[config.mk]
export PLATFORM = sky130hd
export DESIGN_NAME = hazard_ctrl_flat
export DESIGN_NICKNAME = d
export VERILOG_FILES = /design/src/rtl/hazard_ctrl_pkg.sv /design/src/rtl/hazard_ctrl_if.sv /design/src/rtl/hazard_match.sv /design/src/rtl/hazard_ctrl.sv /design/src/flat_wrapper.sv
export SDC_FILE = /design/constraint.sdc
export NUM_CORES = 1
export LEC_CHECK = 0
export BUFFER_PORTS_ARGS = -buffer_cell sky130_fd_sc_hd__buf_2
export CORE_MARGIN = 2
export CORE_UTILIZATION = 42
export DETAILED_ROUTE_END_ITERATION = 12
export PLACE_DENSITY = 0.83
export RECOVER_POWER = 50
export REMOVE_ABC_BUFFERS = 1
export SLEW_MARGIN = 20
export SYNTH_ARGS = -nofsm -noshare
export SYNTH_HDL_FRONTEND = slang
export SYNTH_SLANG_ARGS = --single-unit
[constraint.sdc]
create_clock -name i_clk -period 2.56 [get_ports i_clk]
set_input_delay 0.512 -clock i_clk [delete_from_list [all_inputs] [get_ports i_clk]]
set_output_delay 0.512 -clock i_clk [all_outputs]
set_load 0.02 [all_outputs]
[src/rtl/hazard_ctrl_pkg.sv]
// Shared constants for the hazard controller: RV32I opcodes, forwarding
// select codes, FSM state encodings and operand-use decode helpers.
package hazard_ctrl_pkg;

  localparam int OPLEN = 7;
  localparam int XADDR = 5;

  localparam logic [OPLEN-1:0] OP_LUI    = 7'b0110111;
  localparam logic [OPLEN-1:0] OP_AUIPC  = 7'b0010111;
  localparam logic [OPLEN-1:0] OP_JAL    = 7'b1101111;
  localparam logic [OPLEN-1:0] OP_JALR   = 7'b1100111;
  localparam logic [OPLEN-1:0] OP_BRANCH = 7'b1100011;
  localparam logic [OPLEN-1:0] OP_LOAD   = 7'b0000011;
  localparam logic [OPLEN-1:0] OP_STORE  = 7'b0100011;
  localparam logic [OPLEN-1:0] OP_IMM    = 7'b0010011;
  localparam logic [OPLEN-1:0] OP_REG    = 7'b0110011;
  localparam logic [OPLEN-1:0] OP_SYSTEM = 7'b1110011;

  typedef logic [1:0] fwd_sel_t;
  localparam fwd_sel_t FWD_RF  = 2'b00;
  localparam fwd_sel_t FWD_MEM = 2'b01;
  localparam fwd_sel_t FWD_WB  = 2'b10;

  typedef enum logic [2:0] {
    HZ_RUN        = 3'd0,
    HZ_LOAD_STALL = 3'd1,
    HZ_FLUSH      = 3'd2,
    HZ_MEM_WAIT   = 3'd3,
    HZ_DRAIN      = 3'd4
  } hz_state_e;

  function automatic logic uses_rs1(input logic [OPLEN-1:0] op);
    return (op == OP_JALR) || (op == OP_LOAD) || (op == OP_STORE) ||
           (op == OP_BRANCH) || (op == OP_IMM) || (op == OP_REG) ||
           (op == OP_SYSTEM);
  endfunction

  function automatic logic uses_rs2(input logic [OPLEN-1:0] op);
    return (op == OP_STORE) || (op == OP_BRANCH) || (op == OP_REG);
  endfunction

  // The youngest producer (EX) wins over the older one in MEM.
  function automatic fwd_sel_t fwd_select(input logic hit_ex, input logic hit_mem);
    if (hit_ex)  return FWD_MEM;
    if (hit_mem) return FWD_WB;
    return FWD_RF;
  endfunction

endpackage

[src/rtl/hazard_ctrl_if.sv]
// Signal bundle between the pipeline (master) and the hazard controller (slave).
interface hazard_ctrl_if;
  import hazard_ctrl_pkg::*;

  logic [OPLEN-1:0] i_id_opcode;
  logic [XADDR-1:0] i_id_rs1_addr;
  logic [XADDR-1:0] i_id_rs2_addr;
  logic [XADDR-1:0] i_ex_rd_addr;
  logic             i_ex_wr_en;
  logic             i_ex_is_load;
  logic [XADDR-1:0] i_mem_rd_addr;
  logic             i_mem_wr_en;
  logic             i_wb_wr_en;
  logic             i_branch_taken;
  logic             i_mem_busy;

  logic             or_stall_if;
  logic             or_stall_id;
  logic             or_stall_ex;
  logic             or_flush_id;
  logic             or_flush_ex;
  logic [1:0]       or_fwd_a;
  logic [1:0]       or_fwd_b;
  logic [2:0]       or_state;

  modport slave (
    input  i_id_opcode, i_id_rs1_addr, i_id_rs2_addr, i_ex_rd_addr, i_ex_wr_en,
           i_ex_is_load, i_mem_rd_addr, i_mem_wr_en, i_wb_wr_en, i_branch_taken,
           i_mem_busy,
    output or_stall_if, or_stall_id, or_stall_ex, or_flush_id, or_flush_ex,
           or_fwd_a, or_fwd_b, or_state
  );

  modport master (
    output i_id_opcode, i_id_rs1_addr, i_id_rs2_addr, i_ex_rd_addr, i_ex_wr_en,
           i_ex_is_load, i_mem_rd_addr, i_mem_wr_en, i_wb_wr_en, i_branch_taken,
           i_mem_busy,
    input  or_stall_if, or_stall_id, or_stall_ex, or_flush_id, or_flush_ex,
           or_fwd_a, or_fwd_b, or_state
  );

endinterface

[src/rtl/hazard_match.sv]
// One source/destination dependency comparator; x0 never creates a dependency.
module hazard_match
  import hazard_ctrl_pkg::*;
(
  input  logic [XADDR-1:0] i_src_addr,
  input  logic             i_src_used,
  input  logic [XADDR-1:0] i_dst_addr,
  input  logic             i_dst_wr_en,
  output logic             o_match
);

  assign o_match = i_src_used && i_dst_wr_en &&
                   (i_src_addr == i_dst_addr) && (i_src_addr != '0);

endmodule

[src/rtl/hazard_ctrl.sv]
// Stall/flush sequencing and registered EX forwarding selects for the RV32I core.
// Define HAZARD_CSR_DRAIN_EN to hold SYSTEM instructions in ID until writes retire.
module hazard_ctrl
  import hazard_ctrl_pkg::*;
#(
  parameter int unsigned FLUSH_CYCLES = 1
) (
  input  logic          i_clk,
  input  logic          i_rst_n,
  hazard_ctrl_if.slave  hz
);

  // Cycles spent in FLUSH after the detecting cycle has already flushed once.
  localparam logic [1:0] FLUSH_LOAD = 2'(FLUSH_CYCLES - 1);

  hz_state_e  state_q, state_d;
  logic [1:0] cnt_q, cnt_d;
  logic       pend_q, pend_d;
  fwd_sel_t   fwd_a_q, fwd_a_d;
  fwd_sel_t   fwd_b_q, fwd_b_d;

  logic rs1_used, rs2_used;
  logic hit_a_ex, hit_a_mem, hit_b_ex, hit_b_mem;
  logic load_use, branch, run_eval;
  logic stall_if, stall_id, stall_ex, flush_id, flush_ex;

  assign rs1_used = uses_rs1(hz.i_id_opcode);
  assign rs2_used = uses_rs2(hz.i_id_opcode);

  hazard_match u_match_a_ex (
    .i_src_addr (hz.i_id_rs1_addr), .i_src_used (rs1_used),
    .i_dst_addr (hz.i_ex_rd_addr),  .i_dst_wr_en(hz.i_ex_wr_en),  .o_match(hit_a_ex)
  );
  hazard_match u_match_a_mem (
    .i_src_addr (hz.i_id_rs1_addr), .i_src_used (rs1_used),
    .i_dst_addr (hz.i_mem_rd_addr), .i_dst_wr_en(hz.i_mem_wr_en), .o_match(hit_a_mem)
  );
  hazard_match u_match_b_ex (
    .i_src_addr (hz.i_id_rs2_addr), .i_src_used (rs2_used),
    .i_dst_addr (hz.i_ex_rd_addr),  .i_dst_wr_en(hz.i_ex_wr_en),  .o_match(hit_b_ex)
  );
  hazard_match u_match_b_mem (
    .i_src_addr (hz.i_id_rs2_addr), .i_src_used (rs2_used),
    .i_dst_addr (hz.i_mem_rd_addr), .i_dst_wr_en(hz.i_mem_wr_en), .o_match(hit_b_mem)
  );

  assign load_use = hz.i_ex_is_load && (hit_a_ex || hit_b_ex);

`ifdef HAZARD_CSR_DRAIN_EN
  logic drain_req;
  assign drain_req = (hz.i_id_opcode == OP_SYSTEM) &&
                     (hz.i_ex_wr_en || hz.i_mem_wr_en || hz.i_wb_wr_en);
`else
  logic unused_wb_wr_en;
  assign unused_wb_wr_en = hz.i_wb_wr_en;
`endif

  // NOTE: every output of this block gets a default first, so no path infers a latch.
  always_comb begin
    state_d  = state_q;
    cnt_d    = cnt_q;
    pend_d   = pend_q;
    stall_if = 1'b0;
    stall_id = 1'b0;
    stall_ex = 1'b0;
    flush_id = 1'b0;
    flush_ex = 1'b0;
    run_eval = 1'b0;
    branch   = hz.i_branch_taken;

    case (state_q)
      HZ_FLUSH: begin
        // Busy and branches are ignored until the flush window closes.
        flush_id = 1'b1;
        flush_ex = 1'b1;
        if (cnt_q <= 2'd1) begin
          cnt_d   = 2'd0;
          state_d = hz.i_mem_busy ? HZ_MEM_WAIT : HZ_RUN;
        end else begin
          cnt_d = cnt_q - 2'd1;
        end
      end
      HZ_MEM_WAIT: begin
        if (hz.i_mem_busy) begin
          stall_if = 1'b1;
          stall_id = 1'b1;
          stall_ex = 1'b1;
          pend_d   = pend_q | hz.i_branch_taken;
        end else begin
          run_eval = 1'b1;
          branch   = hz.i_branch_taken | pend_q;
        end
      end
      default: run_eval = 1'b1;
    endcase

    if (run_eval) begin
      if (hz.i_mem_busy) begin
        stall_if = 1'b1;
        stall_id = 1'b1;
        stall_ex = 1'b1;
        pend_d   = hz.i_branch_taken;
        state_d  = HZ_MEM_WAIT;
      end else if (branch) begin
        flush_id = 1'b1;
        flush_ex = 1'b1;
        pend_d   = 1'b0;
        if (FLUSH_LOAD != 2'd0) begin
          cnt_d   = FLUSH_LOAD;
          state_d = HZ_FLUSH;
        end else begin
          state_d = HZ_RUN;
        end
      end else if (load_use) begin
        stall_if = 1'b1;
        stall_id = 1'b1;
        flush_ex = 1'b1;
        state_d  = HZ_LOAD_STALL;
`ifdef HAZARD_CSR_DRAIN_EN
      end else if (drain_req) begin
        stall_if = 1'b1;
        stall_id = 1'b1;
        flush_ex = 1'b1;
        state_d  = HZ_DRAIN;
`endif
      end else begin
        state_d = HZ_RUN;
      end
    end
  end

  always_comb begin
    fwd_a_d = fwd_a_q;
    fwd_b_d = fwd_b_q;
    if (flush_ex) begin
      fwd_a_d = FWD_RF;
      fwd_b_d = FWD_RF;
    end else if (!stall_ex) begin
      fwd_a_d = fwd_select(hit_a_ex, hit_a_mem);
      fwd_b_d = fwd_select(hit_b_ex, hit_b_mem);
    end
  end

  // NOTE: reset is sampled on the clock edge only, and all state updates use <=.
  always_ff @(posedge i_clk) begin
    if (!i_rst_n) begin
      state_q <= HZ_RUN;
      cnt_q   <= 2'd0;
      pend_q  <= 1'b0;
      fwd_a_q <= FWD_RF;
      fwd_b_q <= FWD_RF;
    end else begin
      state_q <= state_d;
      cnt_q   <= cnt_d;
      pend_q  <= pend_d;
      fwd_a_q <= fwd_a_d;
      fwd_b_q <= fwd_b_d;
    end
  end

  // Controls are held quiet while reset is asserted.
  assign hz.or_stall_if = i_rst_n & stall_if;
  assign hz.or_stall_id = i_rst_n & stall_id;
  assign hz.or_stall_ex = i_rst_n & stall_ex;
  assign hz.or_flush_id = i_rst_n & flush_id;
  assign hz.or_flush_ex = i_rst_n & flush_ex;
  assign hz.or_fwd_a    = fwd_a_q;
  assign hz.or_fwd_b    = fwd_b_q;
  assign hz.or_state    = state_q;

endmodule

[src/flat_wrapper.sv]
// flat-port wrapper written by rule: the top's interface ports become plain ports
module hazard_ctrl_flat import hazard_ctrl_pkg::*;
#(
  parameter int unsigned FLUSH_CYCLES = 1
)
  (i_clk, i_rst_n, hz_i_id_opcode, hz_i_id_rs1_addr, hz_i_id_rs2_addr, hz_i_ex_rd_addr, hz_i_ex_wr_en, hz_i_ex_is_load, hz_i_mem_rd_addr, hz_i_mem_wr_en, hz_i_wb_wr_en, hz_i_branch_taken, hz_i_mem_busy, hz_or_stall_if, hz_or_stall_id, hz_or_stall_ex, hz_or_flush_id, hz_or_flush_ex, hz_or_fwd_a, hz_or_fwd_b, hz_or_state);
  hazard_ctrl_if hz_i ();
  input  logic i_clk;
  input  logic i_rst_n;
  input wire logic [$bits(hz_i.i_id_opcode)-1:0] hz_i_id_opcode;
  input wire logic [$bits(hz_i.i_id_rs1_addr)-1:0] hz_i_id_rs1_addr;
  input wire logic [$bits(hz_i.i_id_rs2_addr)-1:0] hz_i_id_rs2_addr;
  input wire logic [$bits(hz_i.i_ex_rd_addr)-1:0] hz_i_ex_rd_addr;
  input wire logic [$bits(hz_i.i_ex_wr_en)-1:0] hz_i_ex_wr_en;
  input wire logic [$bits(hz_i.i_ex_is_load)-1:0] hz_i_ex_is_load;
  input wire logic [$bits(hz_i.i_mem_rd_addr)-1:0] hz_i_mem_rd_addr;
  input wire logic [$bits(hz_i.i_mem_wr_en)-1:0] hz_i_mem_wr_en;
  input wire logic [$bits(hz_i.i_wb_wr_en)-1:0] hz_i_wb_wr_en;
  input wire logic [$bits(hz_i.i_branch_taken)-1:0] hz_i_branch_taken;
  input wire logic [$bits(hz_i.i_mem_busy)-1:0] hz_i_mem_busy;
  output wire logic [$bits(hz_i.or_stall_if)-1:0] hz_or_stall_if;
  output wire logic [$bits(hz_i.or_stall_id)-1:0] hz_or_stall_id;
  output wire logic [$bits(hz_i.or_stall_ex)-1:0] hz_or_stall_ex;
  output wire logic [$bits(hz_i.or_flush_id)-1:0] hz_or_flush_id;
  output wire logic [$bits(hz_i.or_flush_ex)-1:0] hz_or_flush_ex;
  output wire logic [$bits(hz_i.or_fwd_a)-1:0] hz_or_fwd_a;
  output wire logic [$bits(hz_i.or_fwd_b)-1:0] hz_or_fwd_b;
  output wire logic [$bits(hz_i.or_state)-1:0] hz_or_state;
  assign hz_i.i_id_opcode = hz_i_id_opcode;
  assign hz_i.i_id_rs1_addr = hz_i_id_rs1_addr;
  assign hz_i.i_id_rs2_addr = hz_i_id_rs2_addr;
  assign hz_i.i_ex_rd_addr = hz_i_ex_rd_addr;
  assign hz_i.i_ex_wr_en = hz_i_ex_wr_en;
  assign hz_i.i_ex_is_load = hz_i_ex_is_load;
  assign hz_i.i_mem_rd_addr = hz_i_mem_rd_addr;
  assign hz_i.i_mem_wr_en = hz_i_mem_wr_en;
  assign hz_i.i_wb_wr_en = hz_i_wb_wr_en;
  assign hz_i.i_branch_taken = hz_i_branch_taken;
  assign hz_i.i_mem_busy = hz_i_mem_busy;
  assign hz_or_stall_if = hz_i.or_stall_if;
  assign hz_or_stall_id = hz_i.or_stall_id;
  assign hz_or_stall_ex = hz_i.or_stall_ex;
  assign hz_or_flush_id = hz_i.or_flush_id;
  assign hz_or_flush_ex = hz_i.or_flush_ex;
  assign hz_or_fwd_a = hz_i.or_fwd_a;
  assign hz_or_fwd_b = hz_i.or_fwd_b;
  assign hz_or_state = hz_i.or_state;
  hazard_ctrl #(.FLUSH_CYCLES(FLUSH_CYCLES)) u_core (.i_clk(i_clk), .i_rst_n(i_rst_n), .hz(hz_i));
endmodule
## After elaboration in Yosys (flattened, before gate mapping)

Index checks and enable logic that the tools add are counted.

| operators by class | value |
|---|---|
| reductions and logical operators | 28 |
| $add $sub $neg | 1 |
| equal/unequal tests | 13 |
| mux-type cells | 55 |
| bitwise operators | 6 |
| $lt $le $gt $ge | 1 |

Operators by type and width:

| cell | count |
|---|---|
| $mux 1 | 39 |
| $eq 7x7->1 const B | 3 |
| $eq 5x5->1 | 4 |
| $mux 2 | 10 |
| $mux 3 | 5 |
| $eq 7x6->1 const B | 2 |
| $logic_and 1x1->1 | 13 |
| $reduce_bool 5->1 | 2 |
| $logic_or 1x1->1 | 9 |
| $eq 7x2->1 const B | 1 |
| $eq 7x5->1 const B | 1 |
| $eq 3x2->1 const B | 2 |
| $and 1x1->1 | 4 |
| $reduce_bool 2->1 | 2 |
| $le 2x1->1 const B | 1 |
| $pmux 1 s2 | 1 |
| $reduce_and 2->1 | 1 |
| $reduce_or 2->1 | 1 |
| $sub 2x1->2 const B | 1 |
| $not 1->1 | 1 |
| $or 1x1->1 | 1 |

| word-level totals | value |
|---|---|
| register bits after elaboration | 10 |
| input port bits | 35 |
| output and inout port bits | 12 |
| word-level logic and storage cells | 109 |

## Longest topological paths before layout

| logic depth | value |
|---|---|
| depth after elaboration | 22 |
| mapped depth | 7 |
| gate-level depth less buffers | 6 |

## Cells and area by module

From an unflattened synthesis, not the netlist that was laid out.

| second synthesis, totals | value |
|---|---|
| cells, all modules | 92 |
| area total of the unflattened synthesis | 809.5 µm² |

By module, submodules not included:

| module | area each (µm²) | cells each | instances |
|---|---|---|---|
| hazard_ctrl | 504.2 | 52 | 1 |
| hazard_match | 76.3 | 10 | 4 |

## Worst setup path before layout

No wires, ideal clock.

| timing | value |
|---|---|
| path kind | input to output |
| from | input hz_i_ex_rd_addr[3] |
| to | output hz_or_stall_if |
| path buffers | 1 |
| arrival time | 1.949 ns |
| stages on the path | 7 |
| required time | 2.048 ns |
| setup slack | 0.099 ns |
| cell sequence | xor2_1 nor4_2 nand3_1 o22ai_2 a31oi_1 nor2_1 buf_4 |

| on the way | value |
|---|---|
| word-level cells in the longest chain between the ends | 10 |
| elaborated cells on any way between the ends | 13 |
| classes of those cells | 2 x eq/ne; 4 x mux; 1 x bitwise; 6 x reduce/logical |

Ends and longest elaborated chain:

| item | line | RTL |
|---|---|---|
| from (decl) | flat_wrapper.sv:13 | `input wire logic [$bits(hz_i.i_ex_rd_addr)-1:0] hz_i_ex_rd_addr;` |
| $eq 5x5->1 | hazard_match.sv:13 | `(i_src_addr == i_dst_addr) && (i_src_addr != '0);` |
| $logic_and 1x1->1 | hazard_match.sv:12 | `assign o_match = i_src_used && i_dst_wr_en &&` |
| $logic_and 1x1->1 | hazard_match.sv:13 |  |
| $logic_or 1x1->1 * | hazard_ctrl.sv:47 | `assign load_use = hz.i_ex_is_load && (hit_a_ex \|\| hit_b_ex);` |
| $logic_and 1x1->1 * | hazard_ctrl.sv:47 |  |
| $mux 1 * (4 in series) | n/a |  |
| $and 1x1->1 * | n/a |  |
| to (decl) | flat_wrapper.sv:21 | `output wire logic [$bits(hz_i.or_stall_if)-1:0] hz_or_stall_if;` |

Mark *: on every way between the ends. The rest lies on a longest branch, timed or not.

## Worst setup path in the final report

| timing | value |
|---|---|
| from | input hz_i_id_rs2_addr[1] |
| to | output hz_or_stall_id |

| on the way | value |
|---|---|
| word-level cells in the longest chain between the ends | 10 |
| elaborated cells on any way between the ends | 11 |
| classes of those cells | 1 x eq/ne; 4 x mux; 1 x bitwise; 5 x reduce/logical |

Ends and longest elaborated chain:

| item | line | RTL |
|---|---|---|
| from (decl) | flat_wrapper.sv:12 | `input wire logic [$bits(hz_i.i_id_rs2_addr)-1:0] hz_i_id_rs2_addr;` |
| $eq 5x5->1 | hazard_match.sv:13 |  |
| $logic_and 1x1->1 | hazard_match.sv:12 |  |
| $logic_and 1x1->1 * | hazard_match.sv:13 |  |
| $logic_or 1x1->1 * | hazard_ctrl.sv:47 |  |
| $logic_and 1x1->1 * | hazard_ctrl.sv:47 |  |
| $mux 1 * | hazard_ctrl.sv:114 | `end else if (load_use) begin` |
| $mux 1 * | hazard_ctrl.sv:104 | `end else if (branch) begin` |
| $mux 1 * | hazard_ctrl.sv:98 | `if (hz.i_mem_busy) begin` |
| $mux 1 * | hazard_ctrl.sv:97 | `if (run_eval) begin` |
| $and 1x1->1 * | hazard_ctrl.sv:163 | `assign hz.or_stall_id = i_rst_n & stall_id;` |
| to (decl) | flat_wrapper.sv:22 | `output wire logic [$bits(hz_i.or_stall_id)-1:0] hz_or_stall_id;` |

Marked as above.

==> results.cfg <==
[outcome]
run_status = complete, no violations

[timing]
fin_worst_skew_ps = 2.34
min_period_over_period_pct = 96.0
grt_setup_unrepaired = no
final_ws_setup_ps = 101
min_period_ps = 2460
finalSetupViolations = 0
maxSlewViolCount = 0
tns_ps = 0
finalHoldViolations = 0
achievable-frequency_ghz = 0.407

[critical_path]
critical_path.reg2reg.endpoint = u_core.hz.or_fwd_a[0]
crit_path_capture_type = primary output
worst_r2r_startpoint = u_core.hz.or_state[0]
startpoint_type = primary input
cp_data_arrival_time_ps = 1950
r2r.worst_path.cells = 4
worst-r2r-setup-slack_ps = 960
worst-path-max-fanout = 3
worst_ep_required_time_ps = 2050
timing.setup.critical_path_class = in2out

[clocking]
number_of_sinks_on_the_clock_net = 9
clk_pin_slew_ps = 60
cts_post_setup_buffers_inserted = 0
clkLatencyLatePin_ps = 250
post_cts_resize_count = 0
cts_hold_repair.buffers = 0
cts_tree = done
ctsRootBufferMaster = sky130_fd_sc_hd__clkbuf_4
htree_num_levels = 1
cts_buffer_depth = 2
numCtsBuffers = 3

[grt]
grt_remaining_overflow = 0
groute.usage.overall_pct = 19.4
wire_length_of_the_first_global_routing_pass_um = 3080
number_of_global_route_vias_before_repair = 761
largest_net_degree_at_the_start_of_global_routing = 11
antenna_violations_before_repair = 0

[place]
post_dp_cell_area_um2 = 993
place.port_buffers = 44
pre_cts_slack_ps = 93.6
gpl.final_weighted_congestion = 0.813
detailed_place_hpwl_um = 1650

[synthesis]
part_of_the_yosys_area_used_for_sequential_elements_pct = 23.6
async_set_or_reset_register_ratio_after_synthesis_pct = 0
postSynthRegisterBits = 9
synth_top_area_share_pct = 23.6
synth.area.top_cells = sky130_fd_sc_hd__dfxtp_1 24%, sky130_fd_sc_hd__xor2_1 18%, sky130_fd_sc_hd__nand3_1 6.5%
number_of_instances_in_the_synthesized_netlist = 97
syn-cell-area_um2 = 764
synth_flop_cell = sky130_fd_sc_hd__dfxtp_1
netlist.top_cell.by_area = sky130_fd_sc_hd__dfxtp_1
ys_warn_count = 0
syn_avg_cell_area_um2 = 7.88
netlist-cell-type-count = 32
synth_enable_flop_cells = 0

[power_and_ir_drop]
combPwrFrac_pct = 31.2
intPower_uw = 253
total_power_uw = 366
worst_ir_drop_vdd_mv = 0.133
switching_share_pct = 30.9
share_of_power_burned_in_registers_pct = 40.0
switchingPower_uw = 113
p_leak_nw = 0.441
power_density_nw_per_um2 = 361
share_of_power_burned_in_the_clock_network_pct = 28.8

[layout]
share_of_layout_cells_above_drive_strength_1_pct = 35.5
final_net_count = 177
syn2layout_area_growth_pct = 32.6
antenna-diode-count = 0
design_area_um2 = 1010

[routing]
drt.antenna.violating_nets = 0
routed-via-count = 836
wire_per_inst_um = 11.6
route.final.wire_length_um = 1930
drt_pre_antenna_iters = 4
routed_via_density = 5.04
initialDrtViolationCount = 19
drt_drc_violations_left = 0

[die]
pin_count = 47
die_h_um = 46.7
die_area_um2 = 2180
core-area_um2 = 1730
start_util_pct = 44.3
die_w_um = 46.7
row_count = 15

[worst_hold_path]
hold_path_cells = 1
holdCritPathClass = reg2reg
holdPathEnd = u_core.cnt_q[1]
min-delay-start = u_core.cnt_q[1]

[flow_run]
drv.max_cap_violation_count = 0
[placed cells by master, fill, tap and decap left out]
| cell | synthesis | routed |
|---|---|---|
| sky130_fd_sc_hd__xnor2_1 | 5 | 5 |
| sky130_fd_sc_hd__nor3_1 | 1 | 1 |
| sky130_fd_sc_hd__mux2i_1 | 1 | 1 |
| sky130_fd_sc_hd__o221ai_1 | 1 | 1 |
| sky130_fd_sc_hd__inv_2 | 1 | 1 |
| sky130_fd_sc_hd__o211a_1 | 1 | 1 |
| sky130_fd_sc_hd__o22ai_2 | 1 | 1 |
| sky130_fd_sc_hd__o21a_1 | 1 | 1 |
| sky130_fd_sc_hd__a311o_2 | 1 | 1 |
| sky130_fd_sc_hd__clkbuf_4 | 0 | 3 |
| sky130_fd_sc_hd__a31oi_1 | 2 | 2 |
| sky130_fd_sc_hd__xor2_1 | 16 | 16 |
| sky130_fd_sc_hd__nor4_1 | 2 | 2 |
| sky130_fd_sc_hd__conb_1 | 1 | 1 |
| sky130_fd_sc_hd__a41oi_1 | 1 | 1 |
| sky130_fd_sc_hd__and4b_2 | 1 | 1 |
| sky130_fd_sc_hd__or4_4 | 1 | 1 |
| sky130_fd_sc_hd__dfxtp_1 | 9 | 9 |
| sky130_fd_sc_hd__nand3b_1 | 1 | 1 |
| sky130_fd_sc_hd__nor4_2 | 2 | 2 |
| sky130_fd_sc_hd__clkbuf_1 | 2 | 6 |
| sky130_fd_sc_hd__o21ai_4 | 1 | 1 |
| sky130_fd_sc_hd__inv_1 | 2 | 2 |
| sky130_fd_sc_hd__o2111ai_1 | 1 | 1 |
| sky130_fd_sc_hd__a21oi_1 | 6 | 6 |
| sky130_fd_sc_hd__buf_2 | 0 | 39 |
| sky130_fd_sc_hd__o21ai_0 | 3 | 3 |
| sky130_fd_sc_hd__nand2_1 | 7 | 7 |
| sky130_fd_sc_hd__and2_1 | 1 | 1 |
| sky130_fd_sc_hd__and3b_1 | 1 | 1 |
| sky130_fd_sc_hd__nand3_1 | 10 | 10 |
| sky130_fd_sc_hd__nand2b_1 | 1 | 1 |
| sky130_fd_sc_hd__nor2_1 | 11 | 11 |
[registers in the layout (all words and copies together) (netlist names)]
| name | count |
|---|---|
| u_core.hz.or_fwd_a | 2 |
| u_core.cnt_q | 2 |
| u_core.pend_q | 1 |
| u_core.hz.or_state | 2 |
| u_core.hz.or_fwd_b | 2 |
[power by group through the flow]
stage	Sequential (mW)	Clock, mW	Combinational (mW)
CTS	0.146	0.110	0.115
finish	0.146	0.105	0.114
global route	0.147	0.120	0.127
detailed placement	0.149	0	0.115
floorplan	0.151	0	0.0576
global placement	0.149	0	0.110
[cells by family (layout without fill, tap and decap cells)]
group	Yosys count	in the layout	share of synthesized area (%)
AO/OA/AOI/OAI	19	19	18.5
XOR/XNOR	21	21	24.1
buffers and inverters	7	51	4.42
flip-flops	9	9	23.6
multiplexers	1	1	1.31
other	1	1	0.491
AND/OR/NAND/NOR	39	39	27.7
[cells in the mapped netlist, types with 2 or more instances]
library cell,n
sky130_fd_sc_hd__xor2_1,16
sky130_fd_sc_hd__nor2_1,11
sky130_fd_sc_hd__nand3_1,10
sky130_fd_sc_hd__dfxtp_1,9
sky130_fd_sc_hd__nand2_1,7
sky130_fd_sc_hd__a21oi_1,6
sky130_fd_sc_hd__xnor2_1,5
sky130_fd_sc_hd__o21ai_0,3
sky130_fd_sc_hd__a31oi_1,2
sky130_fd_sc_hd__buf_4,2
sky130_fd_sc_hd__clkbuf_1,2
sky130_fd_sc_hd__inv_1,2
sky130_fd_sc_hd__nor4_1,2
sky130_fd_sc_hd__nor4_2,2
[stage by stage]
stage | util [%] | hold slack [ps] | std cells
2_1_floorplan | - | 443 | 93
3_3_place_gp | 57.5 | 450 | 162
3_5_place_dp | 57.5 | 460 | 162
4_1_cts | 59.1 | 480 | 166
5_1_grt | 58.7 | 504 | 166
6_report | 58.7 | 480 | 166
[final cells by class]
| class | count | area (µm²) |
|---|---|---|
| fill | 183 | 713 |
| multi-input combinational | 81 | 551 |
| timing repair buffer | 44 | 214 |
| sequential | 9 | 180 |
| tap | 25 | 31.3 |
| clock buffer | 4 | 26.3 |
| inverter | 3 | 11.3 |
[worst max-delay path, cell delays in order]
cell and delay [ps]:
sky130_fd_sc_hd__buf_2 130, sky130_fd_sc_hd__or4_4 540, sky130_fd_sc_hd__o21ai_4 160, sky130_fd_sc_hd__o22ai_2 110, sky130_fd_sc_hd__a31oi_1 250, sky130_fd_sc_hd__nor2_1 80
sky130_fd_sc_hd__buf_2 160
[how the worst max path moves through the flow]
stage                        startpoint              to  depth (start not counted)
global route        hz_i_id_rs2_addr[3]  hz_or_stall_id                          8
detailed placement   hz_i_ex_rd_addr[3]  hz_or_stall_id                          8
floorplan            hz_i_ex_rd_addr[3]  hz_or_stall_id                          6
CTS                  hz_i_ex_rd_addr[3]  hz_or_stall_id                          8
finish              hz_i_id_rs2_addr[1]  hz_or_stall_id                          7
global placement    hz_i_id_rs2_addr[1]  hz_or_stall_if                          7
[metal layers]
metal | vias to the layer above | GRT usage (%) | routed length, µm
li1 | 431 | - | -
met1 | 366 | 22.2 | 798
met2 | 39 | 36.7 | 1010
met3 | 0 | 2.35 | 121
met4 | 0 | 6.11 | 0
met5 | - | 0 | 0
Power figures use the tool's default switching activity.
